### config.mk
export PLATFORM = sky130hd
export DESIGN_NAME = sdram_port_arbiter
export DESIGN_NICKNAME = d
export VERILOG_FILES = /design/src/rtl/sdram_port_arbiter.sv
export SDC_FILE = /design/constraint.sdc
export NUM_CORES = 1
export LEC_CHECK = 0
export ABC_AREA = 1
export CAP_MARGIN = 25
export CELL_PAD_IN_SITES_DETAIL_PLACEMENT = 1
export CELL_PAD_IN_SITES_GLOBAL_PLACEMENT = 1
export CORE_ASPECT_RATIO = 0.75
export CORE_MARGIN = 2
export CORE_UTILIZATION = 22
export CTS_CLUSTER_DIAMETER = 60
export DETAILED_ROUTE_END_ITERATION = 7
export PLACE_DENSITY = 0.9
export SLEW_MARGIN = 20
export SYNTH_ARGS = -nofsm -noshare
export SYNTH_HDL_FRONTEND = slang
export SYNTH_SLANG_ARGS = --single-unit
### constraint.sdc
create_clock -name wb_clk_i -period 2.8 [get_ports wb_clk_i]
set_input_delay 0.56 -clock wb_clk_i [delete_from_list [all_inputs] [get_ports wb_clk_i]]
set_output_delay 0.56 -clock wb_clk_i [all_outputs]
set_load 0.02 [all_outputs]
### src/rtl/sdram_port_arbiter.sv
`default_nettype none
// ============================================================================
// Module      : sdram_port_arbiter
// Description : Shares the single request port of the SDRAM/BRAM controller
//               between the CPU Wishbone data path (M0) and the accelerator
//               DMA engine (M1). Single-beat transactions, round-robin with
//               bounded stickiness (MAX_BURST consecutive grants while the
//               other requester waits).
//               Optional performance counters are enabled by defining the
//               macro ARB_PERF_CNT_EN; without it the perf_* ports read 0.
// Revision    : 1.0 - initial release
// ============================================================================
module sdram_port_arbiter #(
  parameter int ADDR_W    = 32,
  parameter int DATA_W    = 32,
  parameter int MAX_BURST = 4
) (
  input  logic              wb_clk_i,
  input  logic              wb_rst_i,
  // M0: CPU data path
  input  logic              m0_req,
  input  logic              m0_we,
  input  logic [3:0]        m0_sel,
  input  logic [ADDR_W-1:0] m0_addr,
  input  logic [DATA_W-1:0] m0_wdata,
  output logic              m0_ack,
  output logic [DATA_W-1:0] m0_rdata,
  // M1: accelerator DMA
  input  logic              m1_req,
  input  logic              m1_we,
  input  logic [3:0]        m1_sel,
  input  logic [ADDR_W-1:0] m1_addr,
  input  logic [DATA_W-1:0] m1_wdata,
  output logic              m1_ack,
  output logic [DATA_W-1:0] m1_rdata,
  // Downstream controller port
  output logic              s_req,
  output logic              s_we,
  output logic [3:0]        s_sel,
  output logic [ADDR_W-1:0] s_addr,
  output logic [DATA_W-1:0] s_wdata,
  input  logic              s_ack,
  input  logic [DATA_W-1:0] s_rdata,
  // Performance counters
  output logic [31:0]       perf_m0_cnt,
  output logic [31:0]       perf_m1_cnt,
  output logic [31:0]       perf_wait_cnt
);

  // Run counter must be able to hold the value MAX_BURST itself.
  localparam int c_cnt_w = $clog2(MAX_BURST + 1);
  localparam logic [c_cnt_w-1:0] c_max_burst = c_cnt_w'(MAX_BURST);
  localparam logic [c_cnt_w-1:0] c_run_one   = c_cnt_w'(1);

  // Owner encoding: one bit, 0 = M0, 1 = M1.
  localparam logic c_m0 = 1'b0;
  localparam logic c_m1 = 1'b1;

  typedef enum logic [0:0] {
    ST_IDLE = 1'b0,
    ST_BUSY = 1'b1
  } state_t;

  state_t              r_state;
  logic                r_owner;
  logic [c_cnt_w-1:0]  r_run_cnt;
  // Remembers whether the in-flight grant went to the previous owner, so
  // the run counter can be updated when the ack arrives.
  logic                r_same;

  logic                w_any_req;
  logic                w_sticky;
  logic                w_win;
  logic                w_busy;
  logic [c_cnt_w-1:0]  w_run_inc;

  assign w_any_req = m0_req | m1_req;
  assign w_busy    = (r_state == ST_BUSY);
  assign w_run_inc = (r_run_cnt >= c_max_burst) ? c_max_burst
                                                : (r_run_cnt + c_run_one);

  // Winner selection: a lone requester wins; under contention the owner
  // keeps the port while its run is non-zero and below MAX_BURST.
  always_comb begin
    w_sticky = (r_run_cnt != '0) && (r_run_cnt < c_max_burst);
    if (m0_req && m1_req) begin
      w_win = w_sticky ? r_owner : ~r_owner;
    end else begin
      w_win = m1_req;
    end
  end

  // Arbitration FSM with registered downstream request fields.
  always_ff @(posedge wb_clk_i or posedge wb_rst_i) begin
    if (wb_rst_i) begin
      r_state   <= ST_IDLE;
      r_owner   <= c_m1;
      r_run_cnt <= '0;
      r_same    <= 1'b0;
      s_req     <= 1'b0;
      s_we      <= 1'b0;
      s_sel     <= '0;
      s_addr    <= '0;
      s_wdata   <= '0;
    end else begin
      case (r_state)
        ST_IDLE: begin
          if (w_any_req) begin
            s_req   <= 1'b1;
            s_we    <= w_win ? m1_we    : m0_we;
            s_sel   <= w_win ? m1_sel   : m0_sel;
            s_addr  <= w_win ? m1_addr  : m0_addr;
            s_wdata <= w_win ? m1_wdata : m0_wdata;
            r_same  <= (w_win == r_owner);
            r_owner <= w_win;
            r_state <= ST_BUSY;
          end
        end
        ST_BUSY: begin
          // Fields stay frozen until the controller completes the beat.
          if (s_ack) begin
            s_req     <= 1'b0;
            r_run_cnt <= r_same ? w_run_inc : c_run_one;
            r_state   <= ST_IDLE;
          end
        end
        default: begin
          r_state <= ST_IDLE;
        end
      endcase
    end
  end

  // Completion is routed to the current owner in the same cycle as s_ack.
  assign m0_ack   = s_ack & w_busy & (r_owner == c_m0);
  assign m1_ack   = s_ack & w_busy & (r_owner == c_m1);
  assign m0_rdata = (r_owner == c_m0) ? s_rdata : '0;
  assign m1_rdata = (r_owner == c_m1) ? s_rdata : '0;

`ifdef ARB_PERF_CNT_EN
  logic [31:0] r_perf_m0_cnt;
  logic [31:0] r_perf_m1_cnt;
  logic [31:0] r_perf_wait_cnt;
  logic        w_wait;

  // A cycle counts as waiting when any requester is not the active grant.
  assign w_wait = (m0_req & ~(w_busy & (r_owner == c_m0))) |
                  (m1_req & ~(w_busy & (r_owner == c_m1)));

  // Free-running, wrapping transaction and wait counters.
  always_ff @(posedge wb_clk_i or posedge wb_rst_i) begin
    if (wb_rst_i) begin
      r_perf_m0_cnt   <= '0;
      r_perf_m1_cnt   <= '0;
      r_perf_wait_cnt <= '0;
    end else begin
      if (m0_ack) r_perf_m0_cnt   <= r_perf_m0_cnt + 32'd1;
      if (m1_ack) r_perf_m1_cnt   <= r_perf_m1_cnt + 32'd1;
      if (w_wait) r_perf_wait_cnt <= r_perf_wait_cnt + 32'd1;
    end
  end

  assign perf_m0_cnt   = r_perf_m0_cnt;
  assign perf_m1_cnt   = r_perf_m1_cnt;
  assign perf_wait_cnt = r_perf_wait_cnt;
`else
  assign perf_m0_cnt   = 32'd0;
  assign perf_m1_cnt   = 32'd0;
  assign perf_wait_cnt = 32'd0;
`endif

endmodule
`default_nettype wire

Word level (Yosys, flattened, before mapping). Index checks and enable logic that the tools add are counted.

Register bits after elaboration: 76. Word-level logic and storage cells: 43. Input port bits: 175.

Equal/unequal tests: 3. Magnitude comparators: 2. Reductions and logical operators: 6. Add/subtract/negate cells: 1. Multiplexer cells: 16. Bitwise gates (word level): 6.

Operators by type and width (count): two-way mux 32 bit (4); two-way mux 1 bit (7); two-way mux 3 bit (2); AND reduction 2 bit (3); two-way mux 4 bit (1); inequality test 2 bit, second input constant (2); one-hot mux 1 bit (2 select lines) (2); adder 3 x 1 -> 3 bit, second input constant (1); bitwise AND 1 bit (3); greater-or-equal comparator 3 bit, second input constant (1); < comparator 3 bit, second input constant (1); nonzero test 3 bit (1); logical AND 1 bit (2); NOT 1 bit (2); equality test 1 bit (1); OR 1 bit (1).

Depth between registers and ports, before layout. Gate-level depths: netlist (run 1).

Depth in word-level cells: 5. Mapped depth: 9. Mapped depth without buffers: 8.

Least setup slack after synthesis (run 1). No wires, ideal clock.

Path kind: flip-flop to output port. Start: register r_owner. End: output m1_rdata[0]. Arrival time: 1.295 ns. Setup slack: 0.945 ns. Cell stages (with the launch flop): 6. Cells stage by stage: dfstp_2 > buf_2 > buf_2 > buf_1 > nand2_1 > inv_1.

Word-level cells in the longest chain between the ends: 1.

RTL lines: from (decl) (line 65) `logic r_owner;`; from (signal assigned) (line 97) `r_owner <= c_m1;`; from (signal assigned) (line 115) `r_owner <= w_win;`; two-way mux 32 bit (line 138) `assign m1_rdata = (r_owner == c_m1) ? s_rdata : '0;`; to (decl) (line 35) `output logic [DATA_W-1:0] m1_rdata,`.

Every way passes these cells.

Worst setup path in the final report (run 1).
Start: register r_owner. End: output m1_rdata[13].

The elaborated chain is that of the path after synthesis.

==> results of run 1 <==
registers in the layout (all words and copies together) (netlist names):
register   flops
r_state        1
r_owner        1
s_addr        32
s_wdata       32
s_sel          4
s_req          1
r_same         1
s_we           1
r_run_cnt      3
cells in the final DEF (no fill, tap or decap), drive strengths merged:
cell type,instances
ha,2
inv,211
bufinv,2
dfrtp,75
a21oi,3
o21ai,5
clkbuf,11
clkdlybuf4s50,309
clkinv,2
dfstp,1
nand3,213
buf,14
nor2,38
clkinvlp,1
nand2,180
o22ai,1
conb,96
logic make-up (layout without fill, tap and decap cells):
group | after synthesis | in the layout | share of synthesized area
and+or+nand+nor | 431 | 431 | 0.3373
buffers and inverters | 359 | 550 | 0.3097
DFF | 76 | 76 | 0.3389
AOI/OAI and AO/OA | 9 | 9 | 0.008913
adders and majority gates | 2 | 2 | 0.004456
other | 1 | 96 | 0.0006678
timing repair:
action	in CTS	in global routing
buffers inserted	0	0
gates resized for setup	0	1
endpoints found under the setup margin	0	1
metal layers:
metal,wire (microns),share of wire
met5,0,0
met4,162,0.0071
met3,1554,0.069
met2,11340,0.50
met1,9631,0.42
final timing paths:
path	start	to	slack (ns)
min in group asynchronous	wb_rst_i	s_addr[15]$_DFFE_PP0P_	0.66
hold reg to reg	s_addr[19]$_DFFE_PP0P_	s_addr[19]$_DFFE_PP0P_	0.48
setup reg to reg	r_owner$_DFFE_PP1P_	s_wdata[10]$_DFFE_PP0P_	0.74
hold / removal	s_addr[19]$_DFFE_PP0P_	s_addr[19]$_DFFE_PP0P_	0.48
setup / recovery	r_owner$_DFFE_PP1P_	m1_rdata[13]	0.16
max in group asynchronous	wb_rst_i	s_wdata[19]$_DFFE_PP0P_	1.80
cell type report:
| cell class | instances | share of cell area |
|---|---|---|
| clock buffer | 11 | 0.02789 |
| clock inverter | 4 | 0.008008 |
| inverter | 212 | 0.08795 |
| multi-input combinational | 538 | 0.2582 |
| sequential | 76 | 0.2104 |
| tap | 338 | 0.04667 |
| timing repair buffer | 323 | 0.3609 |
report_power, final:
group / switching [uW] / internal [uW] / total, uW
clock network: 476 / 824 / 1300
registers: 352 / 1610 / 1960
logic: 2700 / 2020 / 4720
total: 3530 / 4450 / 7980
worst max-delay path: cells and delay by family, from the launching register on:
kind / cells / cell delay, ns
AND/OR/NAND/NOR: 1 / 0.08
buffers and inverters: 3 / 0.91
flip-flops: 1 / 0.76
stage by stage:
| step | cells | util | power, uW | cell area [sq um] |
|---|---|---|---|---|
| 2_1_floorplan | 973 | - | 4429 | 5972 |
| 3_3_place_gp | 1487 | 0.3490 | 6577 | 8733 |
| 3_5_place_dp | 1487 | 0.3490 | 6737 | 8733 |
| 4_1_cts | 1502 | 0.3620 | 8112 | 9059 |
| 5_1_grt | 1502 | 0.3622 | 8527 | 9062 |
| 6_report | 1502 | 0.3622 | 7983 | 9062 |
==> summary.txt, run 1 <==
Synthesis
  – Synthesis warning total: 0
  – Yosys top cell by area: dfrtp_1
  – Synth async-reset ratio: 1.000
  – Ranking of synthesized cells by area: dfrtp_1, nand3_1, inv_1, buf_4, nand2_1
  – Post-synth cell types: 19
  – Post-Syn Area per Cell: 6.396 sq um
  – Post-Syn Instances: 878
  – Dominant synthesized flop cell: dfrtp_1
  – Area share of the leading cell type in the synthesized netlist: 0.3342
  – Most instantiated library cell after synthesis: nand3_1
  – Register area share after synthesis: 0.3389
  – EDFF count, synth: 0
  – Synthesized cell area: 0.005615 sq mm
  – Yosys reg bits: 76
  – Most frequent cells after synthesis: nand3_1, inv_1, nand2_1, buf_4, dfrtp_1

Timing
  – Fmax: 0.3784 GHz
  – RSZ-0062 raised after global routing: false
  – Fin Setup TNS: 0 ns
  – Worst Skew: 0.006954 ns
  – Final hold vios: 0
  – Setup ws final: 0.1573 ns
  – Hold_ws: 0.4799 ns
  – Minimum clock period: 2.643 ns
  – Final setup violation count: 0
  – Measured slew at the worst slew-check pin: 0.8997 ns
  – Final period util: 0.9438
  – Relative slew margins: 0.3993
  – Final Max Tran Viols: 0

Clocking
  – CTS root buf: clkbuf_16
  – Clock slew at reported path FFs: 0.06 ns
  – Hold-fix buffers, CTS: 0
  – Sinks on the clock net: 76
  – TritonCTS clock tree: built
  – Clock buffer depth: 2
  – Inserted Clock Buffers: 9
  – H-tree depth: 3
  – Latest clock arrival within the worst-skew pair: 0.33 ns

Detailed routing
  – Detailed-route via count: 6118
  – Residual DRC: 0
  – Avg WL per Cell: 15.10 microns
  – Vias per inst: 4.073
  – DRT iter0 DRCs: 195
  – Routed Wire Length: 22690 microns
  – Post-DRT Antenna Nets: 0
  – DR pass1 iterations: 4

Placement
  – Dpl hpwl: 17230 microns
  – Final RePlAce weighted congestion: 0.7849
  – Dpl ws: 0.2515 ns
  – PortBufs: 310

Critical path
  – Startpoint Class: register
  – FF-to-FF path depth: 7
  – WS Path Type: register to primary output
  – CP cell instances: buf_12 -> nand2_1 -> inv_1 -> clkdlybuf4s50_1
  – CP required: 2.24 ns
  – Crit-path slowest cell: dfstp_4
  – Worst-path maximum fanout: 29
  – Critical path's largest stage delay: 0.76 ns
  – CP Data Arrival Time: 2.08 ns
  – Crit path capture type: primary output

Cells and area
  – Final #Nets: 1337
  – Diodes inserted: 0
  – Multi-input gate area: 0.002340 sq mm
  – P&R area growth vs syn: 61.39%
  – Fillers: 3176
  – Register area: 0.001907 sq mm
  – Share of layout cells above drive strength 1: 0.03351

Min path
  – Hold Crit Depth: 2
  – Hold Path Class: register to register

GRT
  – Met3 Usage GRT: 0.04339
  – M1 GR Usage: 0.2030
  – Most Crowded Layer GR: met2
  – Global-route usage over all layers: 0.1627
  – Largest net degree at the start of global routing: 77
  – First-pass GRT wire length: 34490 microns
  – GRT met2 Usage: 0.2870
  – Gr ovfl total: 0
  – Vias in the first global route: 6168
  – Initial antenna violation count: 0

Run
  – Max Cap Viol: 0

Die
  – Initial Util: 0.2244
  – Die X: 188.5 microns
  – I/O pin count: 407
  – Die H: 142.4 microns
  – Core Region: 0.02502 sq mm
  – Die Area: 0.02683 sq mm
  – Row count: 50

Power
  – Peak VDD IR: 0.4566 mV
  – Leak: 0.004953 uW
  – Pwr Density: 880.9 mW/mm^2

Status
  – Outcome: finished clean
Power figures use the tool's default switching activity.
==> run 2, diff against run 1 <==
- CAP_MARGIN: 25 -> 0
==> results of run 2 <==
Final layout, timing and power as in run 1 (identical DEF).
==> run 3, diff against run 2 <==
- HOLD_SLACK_MARGIN: unset -> 0.06
==> results of run 3 <==
Final layout, timing and power as in run 1 (identical DEF).
